==> src/rtl/position_arbiter_pkg.sv <==
// Shared types and sizes for the position arbiter.
// Includes the round-robin search helper used on grant.
package position_arbiter_pkg;

    localparam int NUM_REQ = 16;
    localparam int IDX_W   = 4;
    localparam int HOLD_W  = 8;

    typedef enum logic [1:0] {
        IDLE    = 2'd0,
        GRANT   = 2'd1,
        RELEASE = 2'd2
    } state_t;

    // First set request at or above ptr, wrapping past the top index.
    function automatic logic [IDX_W-1:0] first_req(
        input logic [NUM_REQ-1:0] req,
        input logic [IDX_W-1:0]   ptr
    );
        logic [IDX_W-1:0] pick;
        logic [IDX_W-1:0] j;
        logic             found;
        pick  = ptr;
        found = 1'b0;
        for (int k = 0; k < NUM_REQ; k++) begin
            j = ptr + IDX_W'(k);
            if (!found && req[j]) begin
                pick  = j;
                found = 1'b1;
            end
        end
        return pick;
    endfunction

endpackage

==> src/rtl/position_arbiter_decoder.sv <==
// One-hot decoder of the grant index.
// Output is all zero while enable is low.
module position_decoder
    import position_arbiter_pkg::*;
(
    input  logic [IDX_W-1:0]   in,
    input  logic               enable,
    output logic [NUM_REQ-1:0] out
);

    // Single bit set at position in, only when enabled.
    always_comb begin
        out = '0;
        if (enable) begin
            out[in] = 1'b1;
        end
    end

endmodule

==> src/rtl/position_arbiter.sv <==
// Round-robin arbiter for the shared position resource.
// Grants are held until done, abandon or hold timeout.
module position_arbiter
    import position_arbiter_pkg::*;
#(
    parameter int HOLD_MAX = 255
) (
    input  logic               clk,
    input  logic               rst,
    input  logic [NUM_REQ-1:0] req,
    input  logic               done,
    output logic [IDX_W-1:0]   grant_idx,
    output logic               grant_valid,
    output logic [NUM_REQ-1:0] grant_onehot,
    output logic               timeout
);

    state_t            state;
    state_t            state_nxt;
    logic [IDX_W-1:0]  ptr;
    logic [HOLD_W-1:0] hold;
    logic              hold_hit;
    logic              leave;

    assign hold_hit    = (hold == HOLD_W'(HOLD_MAX - 1));
    assign grant_valid = (state == GRANT);

    // Next state and the grant-exit condition.
    always_comb begin
        state_nxt = state;
        leave     = 1'b0;
        unique case (state)
            IDLE: begin
                if (|req) begin
                    state_nxt = GRANT;
                end
            end
            GRANT: begin
                if (done || !req[grant_idx] || hold_hit) begin
                    state_nxt = RELEASE;
                    leave     = 1'b1;
                end
            end
            RELEASE: begin
                state_nxt = IDLE;
            end
            default: begin
                state_nxt = IDLE;
            end
        endcase
    end

    // State, pointer, grant index, hold counter and timeout pulse.
    always_ff @(posedge clk or posedge rst) begin
        if (rst) begin
            state     <= IDLE;
            ptr       <= '0;
            grant_idx <= '0;
            hold      <= '0;
            timeout   <= 1'b0;
        end else begin
            state   <= state_nxt;
            timeout <= leave && hold_hit && !done;
            if (state == IDLE && |req) begin
                grant_idx <= first_req(req, ptr);
                hold      <= '0;
            end
            if (state == GRANT) begin
                if (leave) begin
                    ptr <= grant_idx + 1'b1;
                end else begin
                    hold <= hold + 1'b1;
                end
            end
        end
    end

    position_decoder u_dec (
        .in     (grant_idx),
        .enable (grant_valid),
        .out    (grant_onehot)
    );

endmodule

==> config.mk <==
export PLATFORM = sky130hd
export DESIGN_NAME = position_arbiter
export DESIGN_NICKNAME = d
export VERILOG_FILES = /design/src/rtl/position_arbiter_pkg.sv /design/src/rtl/position_arbiter_decoder.sv /design/src/rtl/position_arbiter.sv
export SDC_FILE = /design/constraint.sdc
export NUM_CORES = 1
export LEC_CHECK = 0
export ABC_AREA = 0
export BUFFER_PORTS_ARGS = -buffer_cell sky130_fd_sc_hd__buf_2
export CORE_UTILIZATION = 42
export DETAILED_ROUTE_END_ITERATION = 16
export PLACE_DENSITY = 0.7
export REMOVE_ABC_BUFFERS = 1
export SLEW_MARGIN = 40
export SYNTH_ARGS = -nofsm -noshare
export SYNTH_HDL_FRONTEND = slang
export SYNTH_SLANG_ARGS = --single-unit
==> constraint.sdc <==
create_clock -name clk -period 5 [get_ports clk]
set_input_delay 0.25 -clock clk [delete_from_list [all_inputs] [get_ports clk]]
set_output_delay 0.25 -clock clk [all_outputs]
set_load 0.02 [all_outputs]
# Yosys cells after proc, flatten, opt, wreduce, memory -nomap -nowiden
# Index checks and enable logic that the tools add are counted.
[totals] ff_bits=19 input_bits=19 output_inout_bits=22 wordCells=176
[op_classes] addsub=17 n_lt_le_gt_ge=18 eq_ne=4 n_mux=90 n_reduce_logical=42
[ops] op="$lt A4 B5 Y1 const B" count=17
[ops] op="$bmux W1 S4" count=17
[ops] op="$mux W4" count=15
[ops] op="$mux W1" count=50
[ops] op="$add A4 B4 Y4 const B" count=8
[ops] op="$mux W8" count=3
[ops] op="$logic_and A1 B1 Y1" count=19
[ops] op="$logic_not A1 Y1" count=17
[ops] op="$add A4 B3 Y4 const B" count=4
[ops] op="$mux W16" count=1
[ops] op="$reduce_or A16 Y1" count=1
[ops] op="$add A4 B1 Y4 const B" count=2
[ops] op="$add A4 B2 Y4 const B" count=2
[ops] op="$add A8 B1 Y8 const B" count=1
[ops] op="$eq A8 B8 Y1 const B" count=1
[ops] op="$demux W1 S4" count=1
[ops] op="$ge A4 B1 Y1 const B" count=1
[ops] op="$mux W2" count=2
[ops] op="$ne A2 B1 Y1 const B" count=2
[ops] op="$pmux W2 S2" count=1
[ops] op="$reduce_and A2 Y1" count=2
[ops] op="$eq A2 B1 Y1 const B" count=1
[ops] op="$logic_not A2 Y1" count=1
[ops] op="$logic_or A1 B1 Y1" count=2

# Longest topological paths before layout
# Gate-level depths: netlist of run 1.
[depth] word_depth=63 ltp_mapped=16 ltp_nobuf=11

# By module
# Synthesis of run 1 repeated with hierarchy kept, for this count alone.
[unflattened] hier_cells=418 hier_area_um2=3579.7
[modules_own_cells] module="position_arbiter" n_inst=1 cells_per_inst=395 area_each_um2=3462.1 seq_area_each_um2=475.5
[modules_own_cells] module="position_decoder" n_inst=1 cells_per_inst=23 area_each_um2=117.6 seq_area_each_um2=0.0

# Worst setup path before layout of run 1
# OpenSTA, ideal clock, no wires.
[synth_path] kind="register to register" from="register ptr[1]" to="register grant_idx[3]" setup_time_ps=124 arrival_time_ps=4210 required_ps=4876 slack_ps=666 stages_incl_launch_ff=17 n_path_buf=5 synth_period_minus_slack_ps=4334 path_cell_list="dfrtp_1 clkbuf_1 clkinv_1 clkbuf_1 ha_1 buf_2 mux4_1 nor4b_1 nand4bb_1 clkbuf_1 nor4b_4 and3_4 buf_6 nand3_1 nor4_1 a21oi_1 o31a_1"
[synth_between] elab_chain_cells=63 word_cells_on_any_way=122 classes_between="add/sub (15); mux (77); reduce/logical (30)"
[synth_lines] item="start: declaration" line_no="position_arbiter.sv:20" text="logic [IDX_W-1:0] ptr;"
[synth_lines] item="start signal: assignment" line_no="position_arbiter.sv:70" text="ptr <= grant_idx + 1'b1;"
[synth_lines] item="parallel branches: the longest is 62 deep, another holds $add A4 B1 Y4"
[synth_lines] item="$mux W4 *" line_no="position_arbiter_pkg.sv:27" text="if (!found && req[j]) begin"
[synth_lines] item="end signal: assignment" line_no="position_arbiter.sv:65" text="grant_idx <= first_req(req, ptr);"
[synth_lines] item="end: declaration" line_no="position_arbiter.sv:12" text="output logic [IDX_W-1:0] grant_idx,"
# Every way passes the cells marked *. The select of a mux whose other input is x is not followed.
# A chain may end at the register's enable or synchronous reset.

# Final worst setup path of run 1
[layout_path] from="register ptr[2]" to="register grant_idx[2]"
# Same word-level chain as after synthesis.

==> key figures, run 1 <==
Status
  – Status: complete, no violations

Floorplan
  – Core Area: roughly 8300 sq um
  – Die X-Extent: between 90 and 100 um
  – Starting Density: ~44%
  – Row count: 33
  – Die ar.: slightly above 9000 sq um
  – Die Span Y: 95.64 um
  – # IOs: 41

Routing
  – Remaining DRCs: 0
  – Total wire length: 11170 um
  – Via count: 3686
  – ANT nets after route: 0
  – Starting DRT DRC Count: just over 400
  – DRT Pass-1 Iters: 5
  – Routed vias/inst: 6.665
  – Drt wl/cell: 20.19 um

Timing
  – Relative slew slack: approximately half
  – Pin slew with the least headroom to its limit: 740.1 ps
  – Post-route setup TNS: 0 ps
  – Final hold vios: 0
  – Clk_skew: 6.909 ps
  – RSZ-0062 raised after global routing: false
  – Pins Over Slew Limit: 0
  – Final Critical Period: approximately 4300 ps
  – Final period util: 85.81%
  – Fmax: 233.1 MHz
  – Setup-failing EPs final: 0

CTS
  – Htree depth: 1
  – Clk sinks: 19
  – Total CTS buffers: 3
  – Worst-Skew Late Latency: ~260 ps
  – Max clock buf depth: 2
  – CTS tree: yes
  – Post-CTS Hold Fix Bufs: 0
  – Setup repair bufs after CTS: 0
  – Resized Gates After CTS: 0
  – Clock transition at the registers of the reported paths: about 70 ps
  – Clk root buf: clkbuf_8

Final layout
  – Multi-input logic area: 3018 sq um
  – Filler Cells Inserted: ~800
  – Area delta synth->final: 8.733%
  – Layout cells sized above 1: roughly a quarter
  – Antenna Cells: 0
  – Layout net count: 481
  – Reg area: 476.7 sq um

Hold path
  – Min-delay worst type: input port to async pin

Worst setup path
  – CP Cell Sequence: clkinv_1 > ha_1 > mux4_2 > mux4_1 > nor3_2 > and3_4 > nand3_2 > o211a_1 > o21a_1 > a211oi_2
  – WP buf/inv: 1
  – CP Data Required Time: 5180 ps
  – Largest incremental delay on the critical path: 820 ps
  – Critical-path maximum fanout: 15
  – Slowest CP cell: dfrtp_1
  – Kind of critical path: flop to flop
  – Worst Setup Start Kind: flop
  – Critical Path AT: 4470 ps
  – Crit end category: flop
  – Crit-path leading delay family: multiplexers

Synthesis
  – Synth warn: 0
  – Post-synthesis async set-or-reset flop share: 100.0%
  – Syn Inst Count: 420
  – Synthesized area: roughly 3700 sq um
  – Avg Inst Size Synth: 8.767 sq um
  – Sequential cell area fraction in the yosys report: 12.91%
  – Top_reg_cell synth: dfrtp_1
  – Synth cell types: 72
  – Number of synthesized flops with an enable pin: 0
  – Synthesized flop and latch total: 19

Global route
  – Total global routing overflow: 0
  – Initial antenna violation count: 0
  – First-pass GRT wire length: 17420 um
  – Maximum number of pins on one net before global-route repair: 41
  – Gr usage total: 24.60%
  – Vias in the first global route: ~3300

Placed design
  – # port buffers: 40
  – Gp weighted congestion: 0.9666
  – Dpl hpwl: just over 8000 um

Job
  – Number of max-cap violations: 0
[per-layer routing]
metal / GRT usage (%) / wire (um)
met1: 34.98 / 5011
met2: 39.58 / 5141
met3: 1.994 / 814
met4: 7.587 / 198
met5: 0 / 0
[synth_stat cells (4+ instances only)]
| master | number | share of area (%) |
|---|---|---|
| nand2b_1 | 4 | 0.68 |
| a21oi_1 | 23 | 3.1 |
| o21ai_0 | 30 | 4.1 |
| nor4_1 | 8 | 1.4 |
| clkbuf_1 | 14 | 1.4 |
| nor3_1 | 12 | 1.6 |
| mux2_1 | 8 | 2.4 |
| dfrtp_1 | 19 | 13 |
| nand2_1 | 38 | 3.9 |
| mux4_1 | 5 | 3.6 |
| nand3_1 | 16 | 2.2 |
| nand4_1 | 5 | 0.85 |
| o21a_1 | 5 | 1.0 |
| o211ai_1 | 4 | 0.82 |
| ha_1 | 13 | 4.4 |
| nor2_1 | 37 | 3.8 |
| a31oi_1 | 4 | 0.68 |
| mux2i_1 | 24 | 6.5 |
| nor2b_1 | 5 | 0.85 |
| o21ai_1 | 4 | 0.54 |
| and3_1 | 4 | 0.68 |
| inv_1 | 18 | 1.8 |
| xnor2_1 | 7 | 1.7 |
| mux4_2 | 29 | 18 |
| buf_2 | 4 | 0.54 |
| xor2_1 | 6 | 1.4 |
[per-stage QoR]
stage               hold WS [ps]  instance area (sq um)  instances  util, %  setup WS (ps)
floorplan                  201.1                   3565        397        -          226.3
global placement           401.2                   3950        549    47.36          953.0
detailed placement         395.6                   3958        549    47.45          812.2
CTS                        116.3                   4004        553    48.00          793.3
global route               165.1                   4004        553    48.00          600.8
finish                     101.6                   4004        553    48.00          709.7
[area by class of cell]
cell class	instances	area share, %
clock buffer	3	1.031
clock inverter	1	0.1250
inverter	21	1.969
multi-input combinational	357	75.37
sequential	19	11.91
tap	105	3.281
timing repair buffer	47	6.312
[kinds of logic after synthesis]
kind of cell	after synthesis	share of synthesized area, %
simple gates	150	21.27
compound gates	105	18.69
mux	74	33.40
buf+inv	44	5.334
flops	19	12.91
xor+xnor	15	3.976
fa+ha+maj	13	4.417
[flip-flops by register name, summed over array words and instances, names as in the netlist]
signal,count
timeout,1
hold,8
ptr,4
state,2
grant_idx,4
[final timing paths]
check	cells after the start	end	slack [ps]	from
max	10	grant_idx[2]$_DFFE_PP0P_	710	ptr[2]$_DFFE_PP0P_
max in group asynchronous	2	ptr[0]$_DFFE_PP0P_	4390	rst
max reg2reg	10	grant_idx[2]$_DFFE_PP0P_	710	ptr[2]$_DFFE_PP0P_
min	2	hold[3]$_DFF_PP0_	100	rst
min reg2reg	1	hold[5]$_DFF_PP0_	520	hold[5]$_DFF_PP0_
min in group clk	2	timeout$_DFF_PP0_	170	done
[layout by cell type (no fill, tap or decap), types with 4 or more instances in the layout]
| cell type | Yosys | routed |
|---|---|---|
| mux4_2 | 29 | 29 |
| nand2_1 | 38 | 38 |
| buf_4 | 1 | 7 |
| mux2_1 | 8 | 8 |
| o211ai_1 | 4 | 4 |
| a31oi_1 | 4 | 4 |
| nand2b_1 | 4 | 4 |
| o21a_1 | 5 | 5 |
| dfrtp_1 | 19 | 18 |
| inv_1 | 18 | 18 |
| a21oi_1 | 23 | 23 |
| o21ai_1 | 4 | 4 |
| nand3_1 | 16 | 16 |
| mux2i_1 | 24 | 24 |
| mux4_1 | 5 | 5 |
| xnor2_1 | 7 | 6 |
| nor2_1 | 37 | 37 |
| buf_2 | 4 | 40 |
| nand4_1 | 5 | 5 |
| xor2_1 | 6 | 6 |
| ha_1 | 13 | 13 |
| nor4_1 | 8 | 8 |
| o21ai_0 | 30 | 30 |
| nor3_1 | 12 | 12 |
| nor2b_1 | 5 | 5 |
| and3_1 | 4 | 4 |
Power of run 1 is not shown: default switching activity piles up to over one toggle a cycle in this logic, so the estimate is an artifact.
==> inputs of run 2 (changes only) <==
--- a/config.mk
+++ b/config.mk
@@ -8,6 +8,7 @@
 export ABC_AREA = 0
 export BUFFER_PORTS_ARGS = -buffer_cell sky130_fd_sc_hd__buf_2
 export CORE_UTILIZATION = 42
+export CTS_BUF_LIST = sky130_fd_sc_hd__clkbuf_4
 export DETAILED_ROUTE_END_ITERATION = 16
 export PLACE_DENSITY = 0.7
 export REMOVE_ABC_BUFFERS = 1
==> run 2 against run 1 <==
  * Hold slack got worse by 56 ps
  * Maximum frequency about the same
  * Cell count stayed put
  * Largest cell class unchanged
  * Highest routed layer unchanged
==> key figures, run 2 (same netlist as run 1, synthesis figures left out) <==
Status
  – Status: complete, no violations (unchanged)

Routing
  – ANT nets after route: 0 (unchanged)
  – Starting DRT DRC Count: 333 (was 407)
  – Via count: 3780 (was 3686)
  – Drt wl/cell: 20.24 um (was 20.19 um)
  – Routed vias/inst: 6.835 (was 6.665)
  – DRT Pass-1 Iters: 7 (was 5)
  – Total wire length: 11190 um (was 11170 um)
  – Remaining DRCs: 0 (unchanged)

Timing
  – Relative slew slack: 50.17% (was 50.66%)
  – Setup slack after layout: 706.7 ps (was 709.7 ps)
  – Fmax: 232.9 MHz (was 233.1 MHz)
  – Final Critical Period: 4293 ps (was 4290 ps)
  – RSZ-0062 raised after global routing: false (unchanged)
  – Final period util: 85.87% (was 85.81%)
  – Clk_skew: 8.362 ps (was 6.909 ps)
  – Pin slew with the least headroom to its limit: 747.5 ps (was 740.1 ps)
  – Setup-failing EPs final: 0 (unchanged)
  – Post-route setup TNS: 0 ps (unchanged)
  – Pins Over Slew Limit: 0 (unchanged)
  – Final hold vios: 0 (unchanged)

Global route
  – Total global routing overflow: 0 (unchanged)
  – Maximum number of pins on one net before global-route repair: 41 (unchanged)
  – Met1 Use GR: 34.98% (unchanged)
  – M3 GR Usage: 1.994% (unchanged)
  – Global route hottest layer: met2 (unchanged)
  – Vias in the first global route: 3344 (was 3341)
  – First-pass GRT wire length: 17420 um (about the same)
  – Initial antenna violation count: 0 (unchanged)
  – Gr usage total: 24.60% (unchanged)
  – Met2 Use GR: 39.64% (was 39.58%)

Final layout
  – Post-route cell area: 3985 sq um (was 4004 sq um)
  – Commonest non-fill, non-tap cells in the layout: 40 x buf_2, 38 x nand2_1, 37 x nor2_1, 30 x o21ai_0, 29 x mux4_2 (unchanged)
  – Area delta synth->final: 8.223% (was 8.733%)
  – Layout net count: 481 (unchanged)
  – Reg area: 476.7 sq um (unchanged)
  – Antenna Cells: 0 (unchanged)
  – Largest register FFs: 8 (unchanged)
  – Filler Cells Inserted: 806 (was 803)
  – Layout cells sized above 1: 23.88% (unchanged)
  – Util after Layout: 47.78% (was 48.00%)
  – Largest register by flop count: hold (unchanged)
  – Multi-input logic area: 3018 sq um (unchanged)
  – Top flop regs: hold x8, grant_idx x4, ptr x4 (unchanged)
  – Leading cell type in the layout, fill and taps excluded: buf_2 (unchanged)

Floorplan
  – # IOs: 41 (unchanged)
  – Die Span Y: 95.64 um (unchanged)
  – Die ar.: 9146 sq um (unchanged)
  – Core Area: 8341 sq um (unchanged)
  – Die X-Extent: 95.64 um (unchanged)
  – Starting Density: 44.15% (unchanged)
  – Row count: 33 (unchanged)

Placed design
  – Dpl ws: 812.2 ps (unchanged)
  – Placed cell area: 3958 sq um (unchanged)
  – Dpl hpwl: 8201 um (unchanged)
  – # port buffers: 40 (unchanged)
  – Gp weighted congestion: 0.9666 (unchanged)

CTS
  – CTS tree: yes (unchanged)
  – Htree depth: 1 (unchanged)
  – Worst-Skew Late Latency: 300 ps (was 260 ps)
  – Total CTS buffers: 3 (unchanged)
  – Max clock buf depth: 2 (unchanged)
  – Clock transition at the registers of the reported paths: 110 ps (was 70 ps)
  – Clk sinks: 19 (unchanged)
  – Clk root buf: clkbuf_4 (was clkbuf_8)
  – Resized Gates After CTS: 0 (unchanged)
  – Post-CTS Hold Fix Bufs: 0 (unchanged)
  – Setup repair bufs after CTS: 0 (unchanged)

Worst setup path
  – CP Cell Sequence: clkinv_1 > ha_1 > mux4_2 > mux4_1 > nor3_2 > and3_4 > nand3_2 > o211a_1 > o21a_1 > a211oi_2 (unchanged)
  – Worst Setup Start Kind: flop (unchanged)
  – Critical-path maximum fanout: 15 (unchanged)
  – CP Data Required Time: 5220 ps (was 5180 ps)
  – Slowest CP cell: dfrtp_1 (unchanged)
  – Kind of critical path: flop to flop (unchanged)
  – Critical Path AT: 4520 ps (was 4470 ps)
  – Crit end category: flop (unchanged)
  – Largest incremental delay on the critical path: 840 ps (was 820 ps)

Hold path
  – Min-delay worst type: input port to async pin (unchanged)

Job
  – Number of max-cap violations: 0 (unchanged)
run 2: changes by cell type in the layout (fill, tap and decap cells not counted):
cell      before  now
clkbuf_8       3    0
clkbuf_4       0    3
run 2: per-layer routing:
layer	vias up	share of wire [%]
li1	1677	-
met1	1821	44
met5	-	0
met4	0	2.5
met3	38	8.3
met2	244	45
run 2: worst max-delay path: cells and delay by family, from the launching register on:
family | cells | cell delay [ps]
mux | 2 | 1130
flops | 1 | 840
simple gates | 3 | 740
fa+ha+maj | 1 | 700
compound gates | 3 | 590
buf+inv | 1 | 210
run 2: worst paths after layout:
check                              startpoint                       end  slack, ps  cells after the start
max                        ptr[2]$_DFFE_PP0P_  grant_idx[2]$_DFFE_PP0P_        710                     10
min                                       rst         hold[3]$_DFF_PP0_         50                      2
max reg2reg                ptr[2]$_DFFE_PP0P_  grant_idx[2]$_DFFE_PP0P_        710                     10
min reg2reg                 hold[5]$_DFF_PP0_         hold[5]$_DFF_PP0_        530                      1
max in group asynchronous                 rst        ptr[0]$_DFFE_PP0P_       4450                      2
min in group clk                         done         timeout$_DFF_PP0_        120                      2
run 2: area by class of cell:
class / instances / area share (%)
well taps: 105 / 3.297
multi-input cells: 357 / 75.73
clock inverters: 1 / 0.1256
repair buffers: 47 / 6.342
clock buffers: 3 / 0.5651
inverters: 21 / 1.978
flip-flops and latches: 19 / 11.96
run 2: stage by stage:
step,hold slack [ps],std cells
after floorplan,201.1,397
after global placement,401.2,549
after detailed placement,395.6,549
after CTS,55.47,553
after global routing,98.20,553
final,45.97,553
Power of run 2 is left out for the same reason.
